**src/rtl/vga_timing_generator.sv**
```systemverilog
// VGA raster timing: free-running pixel/line counters with sync, active-area,
// clamped coordinates and an end-of-frame strobe decoded from the counters.
module vga_timing_generator #(
  parameter int WIDTH   = 640,
  parameter int HEIGHT  = 480,
  parameter int H_FRONT = 16,
  parameter int H_SYNC  = 96,
  parameter int H_BACK  = 48,
  parameter int V_FRONT = 10,
  parameter int V_SYNC  = 2,
  parameter int V_BACK  = 33
) (
  input  logic       clk25,
  input  logic       reset,
  output logic       screenEnd,
  output logic       active,
  output logic       hSync,
  output logic       vSync,
  output logic [9:0] x,
  output logic [8:0] y
);

  localparam int H_TOTAL = WIDTH + H_FRONT + H_SYNC + H_BACK;
  localparam int V_TOTAL = HEIGHT + V_FRONT + V_SYNC + V_BACK;

  localparam logic [9:0] H_LAST      = 10'(H_TOTAL - 1);
  localparam logic [9:0] V_LAST      = 10'(V_TOTAL - 1);
  localparam logic [9:0] H_VIS       = 10'(WIDTH);
  localparam logic [9:0] V_VIS       = 10'(HEIGHT);
  localparam logic [9:0] H_SYNC_BEG  = 10'(WIDTH + H_FRONT);
  localparam logic [9:0] H_SYNC_END  = 10'(WIDTH + H_FRONT + H_SYNC);
  localparam logic [9:0] V_SYNC_BEG  = 10'(HEIGHT + V_FRONT);
  localparam logic [9:0] V_SYNC_END  = 10'(HEIGHT + V_FRONT + V_SYNC);
  localparam logic [8:0] Y_MAX       = 9'(HEIGHT - 1);

  logic [9:0] hCount;
  logic [9:0] vCount;
  logic       hWrap;

  // During blanking the line index is held at the last visible line so that
  // downstream address logic never sees a wrapped or aliased row.
  function automatic logic [8:0] clampLine(input logic [9:0] line);
    if (line < V_VIS) return line[8:0];
    else              return Y_MAX;
  endfunction

  assign hWrap = (hCount == H_LAST);

  // Pixel counter: 0..H_TOTAL-1, wraps at end of line.
  always_ff @(posedge clk25 or posedge reset) begin
    if (reset)      hCount <= '0;
    else if (hWrap) hCount <= '0;
    else            hCount <= hCount + 10'd1;
  end

  // Line counter: advances once per line wrap, 0..V_TOTAL-1.
  always_ff @(posedge clk25 or posedge reset) begin
    if (reset) vCount <= '0;
    else if (hWrap) begin
      if (vCount == V_LAST) vCount <= '0;
      else                  vCount <= vCount + 10'd1;
    end
  end

  // Output decode: pure functions of the two counter registers.
  always_comb begin
    x         = hCount;
    y         = clampLine(vCount);
    active    = (hCount < H_VIS) && (vCount < V_VIS);
    hSync     = !((hCount >= H_SYNC_BEG) && (hCount < H_SYNC_END));
    vSync     = !((vCount >= V_SYNC_BEG) && (vCount < V_SYNC_END));
    screenEnd = hWrap && (vCount == V_LAST);
  end

endmodule

```
**config.mk**
```make
export PLATFORM = sky130hd
export DESIGN_NAME = vga_timing_generator
export DESIGN_NICKNAME = d
export VERILOG_FILES = /design/src/rtl/vga_timing_generator.sv
export SDC_FILE = /design/constraint.sdc
export NUM_CORES = 1
export LEC_CHECK = 0
export ABC_AREA = 1
export BUFFER_PORTS_ARGS = -buffer_cell sky130_fd_sc_hd__buf_2
export CAP_MARGIN = 20
export CORE_ASPECT_RATIO = 1.1
export CORE_MARGIN = 1
export CORE_UTILIZATION = 48
export DETAILED_ROUTE_END_ITERATION = 10
export PLACE_DENSITY = 0.74
export SYNTH_ARGS = -nofsm -noshare
export SYNTH_HDL_FRONTEND = slang
export SYNTH_SLANG_ARGS = --single-unit
```
**constraint.sdc**
```tcl
create_clock -name clk25 -period 1.45 [get_ports clk25]
set_input_delay 0.2175 -clock clk25 [delete_from_list [all_inputs] [get_ports clk25]]
set_output_delay 0.2175 -clock clk25 [all_outputs]
set_load 0.1 [all_outputs]
```
==> results_tabular.tex, run 1 <==
\begin{tabular}{lr}
\hline
Metric & Value \\
\hline
\multicolumn{2}{l}{\textbf{Floorplan}} \\
Height of the die & 54.4 um \\
Starting density of the core & 52.2\% \\
Number of placed I/O pins & 25 \\
Standard-cell rows & 18 \\
Die span in x & 49.6 um \\
\multicolumn{2}{l}{\textbf{Clocking}} \\
H-tree levels & 1 \\
Cell at the root of the clock tree & sky130\_fd\_sc\_hd\_\_clkbuf\_4 \\
Clock tree sinks & 20 \\
Setup Fix Bufs, Post-CTS & 16 \\
Longest Clk Path Bufs & 2 \\
Number of buffers inserted during clock tree synthesis & 3 \\
Hold buffers post-CTS & 1 \\
Number of gates given a new drive strength after cts & 51 \\
\multicolumn{2}{l}{\textbf{Run status}} \\
Status & did not finish \\
Stop err & [ERROR DPL-0038] Utilization greater than 100\%, impossible to legalize \\
Halt point of the flow & clock tree synthesis (4\_1\_cts) \\
\multicolumn{2}{l}{\textbf{Logic synthesis}} \\
Count of cell types in the netlist & 17 \\
Summed instance area of the synthesized netlist & between 1000 and 1500 sq um \\
Part of the Yosys area used for sequential elements & 41.8\% \\
Number of nets in the synthesized netlist & 168 \\
Average instance area after synthesis & 7.40 sq um \\
Mapped Cells & 162 \\
Register bit count reported by yosys & 20 \\
Yosys synthesis warning count & 0 \\
\multicolumn{2}{l}{\textbf{Placed design}} \\
Pre-CTS worst setup slack & -0.0728 ns \\
Final weighted congestion of routability-driven global placement & 0.896 \\
Port Buf Inserts & 24 \\
Total placed cells including tap cells & 247 \\
Sum of net half-perimeters after detailed placement & 3.04 mm \\
\hline
\end{tabular}
==> through the flow <==
step                util (%)  instance area [sq um]
detailed placement      87.4                   2010
global placement        87.4                   2010
floorplan                  -                   1350
==> kinds of logic after synthesis <==
family / share of synthesized area, %
adders and majority gates: 4.18
and+or+nand+nor: 34.6
DFF: 41.8
xor gates and xnor gates: 5.85
buffers and inverters: 7.83
AOI/OAI and AO/OA: 5.84
==> Yosys cell counts <==
| library cell | n | share of area [%] |
|---|---|---|
| sky130_fd_sc_hd__buf_6 | 1 | 0.94 |
| sky130_fd_sc_hd__nand4_1 | 7 | 3.7 |
| sky130_fd_sc_hd__nand2_1 | 39 | 12 |
| sky130_fd_sc_hd__o21ai_0 | 11 | 4.6 |
| sky130_fd_sc_hd__inv_1 | 22 | 6.9 |
| sky130_fd_sc_hd__nor2_2 | 1 | 0.52 |
| sky130_fd_sc_hd__or2_2 | 1 | 0.52 |
| sky130_fd_sc_hd__a21oi_1 | 3 | 1.3 |
| sky130_fd_sc_hd__dfrtp_1 | 20 | 42 |
| sky130_fd_sc_hd__nand3_1 | 11 | 4.6 |
| sky130_fd_sc_hd__ha_1 | 4 | 4.2 |
| sky130_fd_sc_hd__nor4_1 | 1 | 0.52 |
| sky130_fd_sc_hd__xor2_1 | 8 | 5.8 |
| sky130_fd_sc_hd__nand3_2 | 1 | 0.84 |
| sky130_fd_sc_hd__nor3_1 | 4 | 1.7 |
| sky130_fd_sc_hd__nor2_4 | 2 | 1.9 |
| sky130_fd_sc_hd__nor2_1 | 26 | 8.1 |
==> run 2: changes to the inputs <==
- CORE_AREA: default -> 2 2 63 65
- CORE_ASPECT_RATIO: 1.1 -> default
- CORE_MARGIN: 1 -> default
- CORE_UTILIZATION: 48 -> default
- DIE_AREA: default -> 0 0 65 67
- PLACE_DENSITY: 0.74 -> default
- PLACE_DENSITY_LB_ADDON: default -> 0.15
- clock period: 1.45 -> 1.89 ns (I/O delays scaled with it)
==> run 2 against run 1 <==
  * The flow now finishes without violations
  * Area after synthesis did not move
  * Synthesized cell count did not move
==> results_tabular.tex, run 2 <==
\begin{tabular}{lr}
\hline
Metric & Value \\
\hline
\multicolumn{2}{l}{\textbf{Clocking}} \\
Clock-pin slew on the worst setup and hold paths & $\sim$0.080 ns \\
Number of buffers inserted during clock tree synthesis & 3 \\
Clock tree sinks & 20 \\
H-tree levels & 1 \\
Cell at the root of the clock tree & sky130\_fd\_sc\_hd\_\_clkbuf\_8 \\
CTS tree & done \\
Clock network latency to the later pin of the worst-skew pair & 0.27 ns \\
Longest Clk Path Bufs & 2 \\
Hold buffers post-CTS & 0 \\
\multicolumn{2}{l}{\textbf{Min path}} \\
Tightest Hold Check Type & in -> async \\
\multicolumn{2}{l}{\textbf{Timing}} \\
Final period util & 98.0\% \\
Max Clock Freq & 0.540 GHz \\
Total count of max-transition violations in the final report & 0 \\
Number of hold violations in the final report & 0 \\
Transition at the pin with the smallest max-transition slack & 0.497 ns \\
Min Clock Period, post-route & 1.85 ns \\
Clock skew after layout & 0.00511 ns \\
Final count of negative-setup-slack endpoints & 0 \\
Tightest hold margin & about 0.017 ns \\
Worst slew margin relative to its limit & 67.1\% \\
\multicolumn{2}{l}{\textbf{Drt}} \\
Metal2 WL & 1.45 mm \\
Top Metal Used & met4 \\
Antenna-violating nets left & 0 \\
1st-iter DRT viols & 57 \\
Total DRC errors in the routed layout & 0 \\
Wirelength, routed & 3.16 mm \\
Average vias per placed instance & 4.74 \\
Total number of vias & 1186 \\
Metal-1 WL & between 1.5 and 2 mm \\
Pre-Repair DR Iteration Count & 4 \\
Wire per inst & 12.6 um \\
Total length of routed met3 wires & 135 um \\
\multicolumn{2}{l}{\textbf{Global routing}} \\
Remaining Overflow, GRT & 0 \\
Initial antenna violation count & 0 \\
Wire length of the first global-routing pass & 5.32 mm \\
Pin count of the biggest net entering global routing & 14 \\
Number of global-route vias before repair & 1149 \\
Overall routing resource usage & 16.0\% \\
\multicolumn{2}{l}{\textbf{Logic synthesis}} \\
Summed instance area of the synthesized netlist & 1200 sq um \\
Synth top area cells & sky130\_fd\_sc\_hd\_\_dfrtp\_1 42\%, sky130\_fd\_sc\_hd\_\_nand2\_1 12\%, sky130\_fd\_sc\_hd\_\_nor2\_1 8.1\% \\
Mapped Cells & 162 \\
Average instance area after synthesis & 7.40 sq um \\
Cell accounting for the most synthesized area & sky130\_fd\_sc\_hd\_\_dfrtp\_1 \\
Part of the Yosys area used for sequential elements & between 40\% and 50\% \\
Count of cell types in the netlist & 17 \\
Fraction of synthesized cell area taken by the top area cell type & a little over two fifths \\
Register bit count reported by yosys & 20 \\
Async SR Flop Fraction & 100\% \\
Number of enable flip-flop cells after synthesis & 0 \\
Synth cell count leaders & 39 x sky130\_fd\_sc\_hd\_\_nand2\_1, 26 x sky130\_fd\_sc\_hd\_\_nor2\_1, 22 x sky130\_fd\_sc\_hd\_\_inv\_1, 20 x sky130\_fd\_sc\_hd\_\_dfrtp\_1 \\
Library cell with the highest instance count after synthesis & sky130\_fd\_sc\_hd\_\_nand2\_1 \\
Number of nets in the synthesized netlist & 168 \\
Yosys synthesis warning count & 0 \\
Top FF cell, synth & sky130\_fd\_sc\_hd\_\_dfrtp\_1 \\
\multicolumn{2}{l}{\textbf{Cells and area}} \\
Net count, final & 209 \\
Synthesis-to-layout area growth & 50.4\% \\
Most common cell after layout, fill and taps aside & sky130\_fd\_sc\_hd\_\_nand2\_1 \\
Ratio of cells with drive above 1 in the final layout & between 30\% and 40\% \\
Most used cells in the layout excluding fill and tap cells & 36 x sky130\_fd\_sc\_hd\_\_nand2\_1, 22 x sky130\_fd\_sc\_hd\_\_nor2\_1, 19 x sky130\_fd\_sc\_hd\_\_inv\_1 \\
Final cell area excluding filler cells & around 1800 sq um \\
Diodes inserted & 0 \\
Filler cell count & 352 \\
\multicolumn{2}{l}{\textbf{Worst setup path}} \\
Endpoint required time on the critical path & about 1.6 ns \\
Critical Path Fanout Max & 2 \\
Type of element capturing the critical path & output pin \\
Reg-to-reg setup timing slack & 0.28 ns \\
Reg2reg end & vCount[7] \\
Data arrival time of the worst path & between 1.5 and 2 ns \\
Critical Path Source Type & register \\
CP endpoint & screenEnd \\
Reg-to-Reg Start & x[1] \\
Depth of the worst register-to-register path & 9 \\
Setup Crit Path Kind & reg -> out \\
Worst setup startpoint & vCount[1] \\
\multicolumn{2}{l}{\textbf{Placed design}} \\
Port Buf Inserts & 24 \\
Placed standard-cell area & 1640 sq um \\
Sum of net half-perimeters after detailed placement & 2.27 mm \\
Final weighted congestion of routability-driven global placement & 0.785 \\
\multicolumn{2}{l}{\textbf{Pwr}} \\
Leakage Power & 0.876 nW \\
Power density normalized to cell area & 433 nW/um\^{}2 \\
Worst vdd ir & 0.247 mV \\
\multicolumn{2}{l}{\textbf{Floorplan}} \\
Number of placed I/O pins & 25 \\
Standard-cell rows & 22 \\
Starting density of the core & 33.2\% \\
Die Footprint & approximately 4400 sq um \\
Die span in x & about 65 um \\
Core area & 3610 sq um \\
Height of the die & 67 um \\
\multicolumn{2}{l}{\textbf{Flow run}} \\
Max-cap violations & 0 \\
\multicolumn{2}{l}{\textbf{Run status}} \\
Status & finished, final reports clean \\
\hline
\end{tabular}
run 2: kinds of logic after synthesis:
family	share of synthesized area (%)
adder cells (fa/ha/maj)	4.18
flip-flops	41.8
buffers and inverters	7.83
XOR/XNOR	5.85
AO/OA/AOI/OAI	5.84
AND/OR/NAND/NOR	34.6
run 2: what timing repair did:
action,4_1_cts,5_1_grt
setup endpoints to repair,9,10
buffers inserted,5,3
resized for setup,11,3
pin swaps,4,2
run 2: worst min-delay path by stage:
stage | cells past startpoint | end | slack [ns] | start
after global placement | 2 | vCount[0] | 0.31 | reset
after detailed placement | 2 | x[1] | 0.32 | reset
final | 2 | x[1] | 0.02 | reset
after CTS | 2 | x[1] | 0.04 | reset
after global routing | 2 | x[1] | 0.04 | reset
after floorplan | 1 | vCount[0] | 0.25 | reset
run 2: final cells by class:
type                            count  area (sq um)  area share, %
Multi-Input combinational cell    119           713           39.6
Sequential cell                    20           524           29.1
Timing Repair Buffer               37           368           20.4
Inverter                           22          82.6           4.58
Tap cell                           48          60.1           3.33
Clock buffer                        4          55.1           3.05
run 2: critical path, stage by stage, from the launching register on:
cell and delay (ns):
sky130_fd_sc_hd__dfrtp_1 0.40, sky130_fd_sc_hd__inv_2 0.09, sky130_fd_sc_hd__ha_4 0.13, sky130_fd_sc_hd__nand2_2 0.05, sky130_fd_sc_hd__nor2_2 0.12, sky130_fd_sc_hd__nand3_2 0.12
sky130_fd_sc_hd__nor3_4 0.18, sky130_fd_sc_hd__buf_12 0.20
run 2: stage by stage:
step                      power (W)  utilization (%)  setup TNS (ns)  setup slack [ns]  cells
after global placement     0.000448             45.6               0             0.191    238
after global routing       0.000811             50.0        -0.00336          -0.00336    250
after floorplan            0.000443                -          -0.691            -0.356    162
after detailed placement   0.000448             45.6               0             0.191    238
final                      0.000781             50.0               0            0.0376    250
after CTS                  0.000784             49.2               0           0.00325    247
run 2: power by group:
part / switching [W] / leakage (nW) / internal [W] / total [W]
clock network: 0.000157 / 0.0288 / 0.000186 / 0.000342
registers: 0 / 0.250 / 0.000427 / 0.000427
logic: 0.00000903 / 0.597 / 0.00000219 / 0.0000112
run 2: routing by layer:
metal / vias up / global-route usage, %
met1: 555 / 21.7
met5: - / 0
li1: 594 / -
met3: 7 / 2.20
met2: 30 / 25.5
met4: 0 / 6.91
Power figures use the tool's default switching activity.
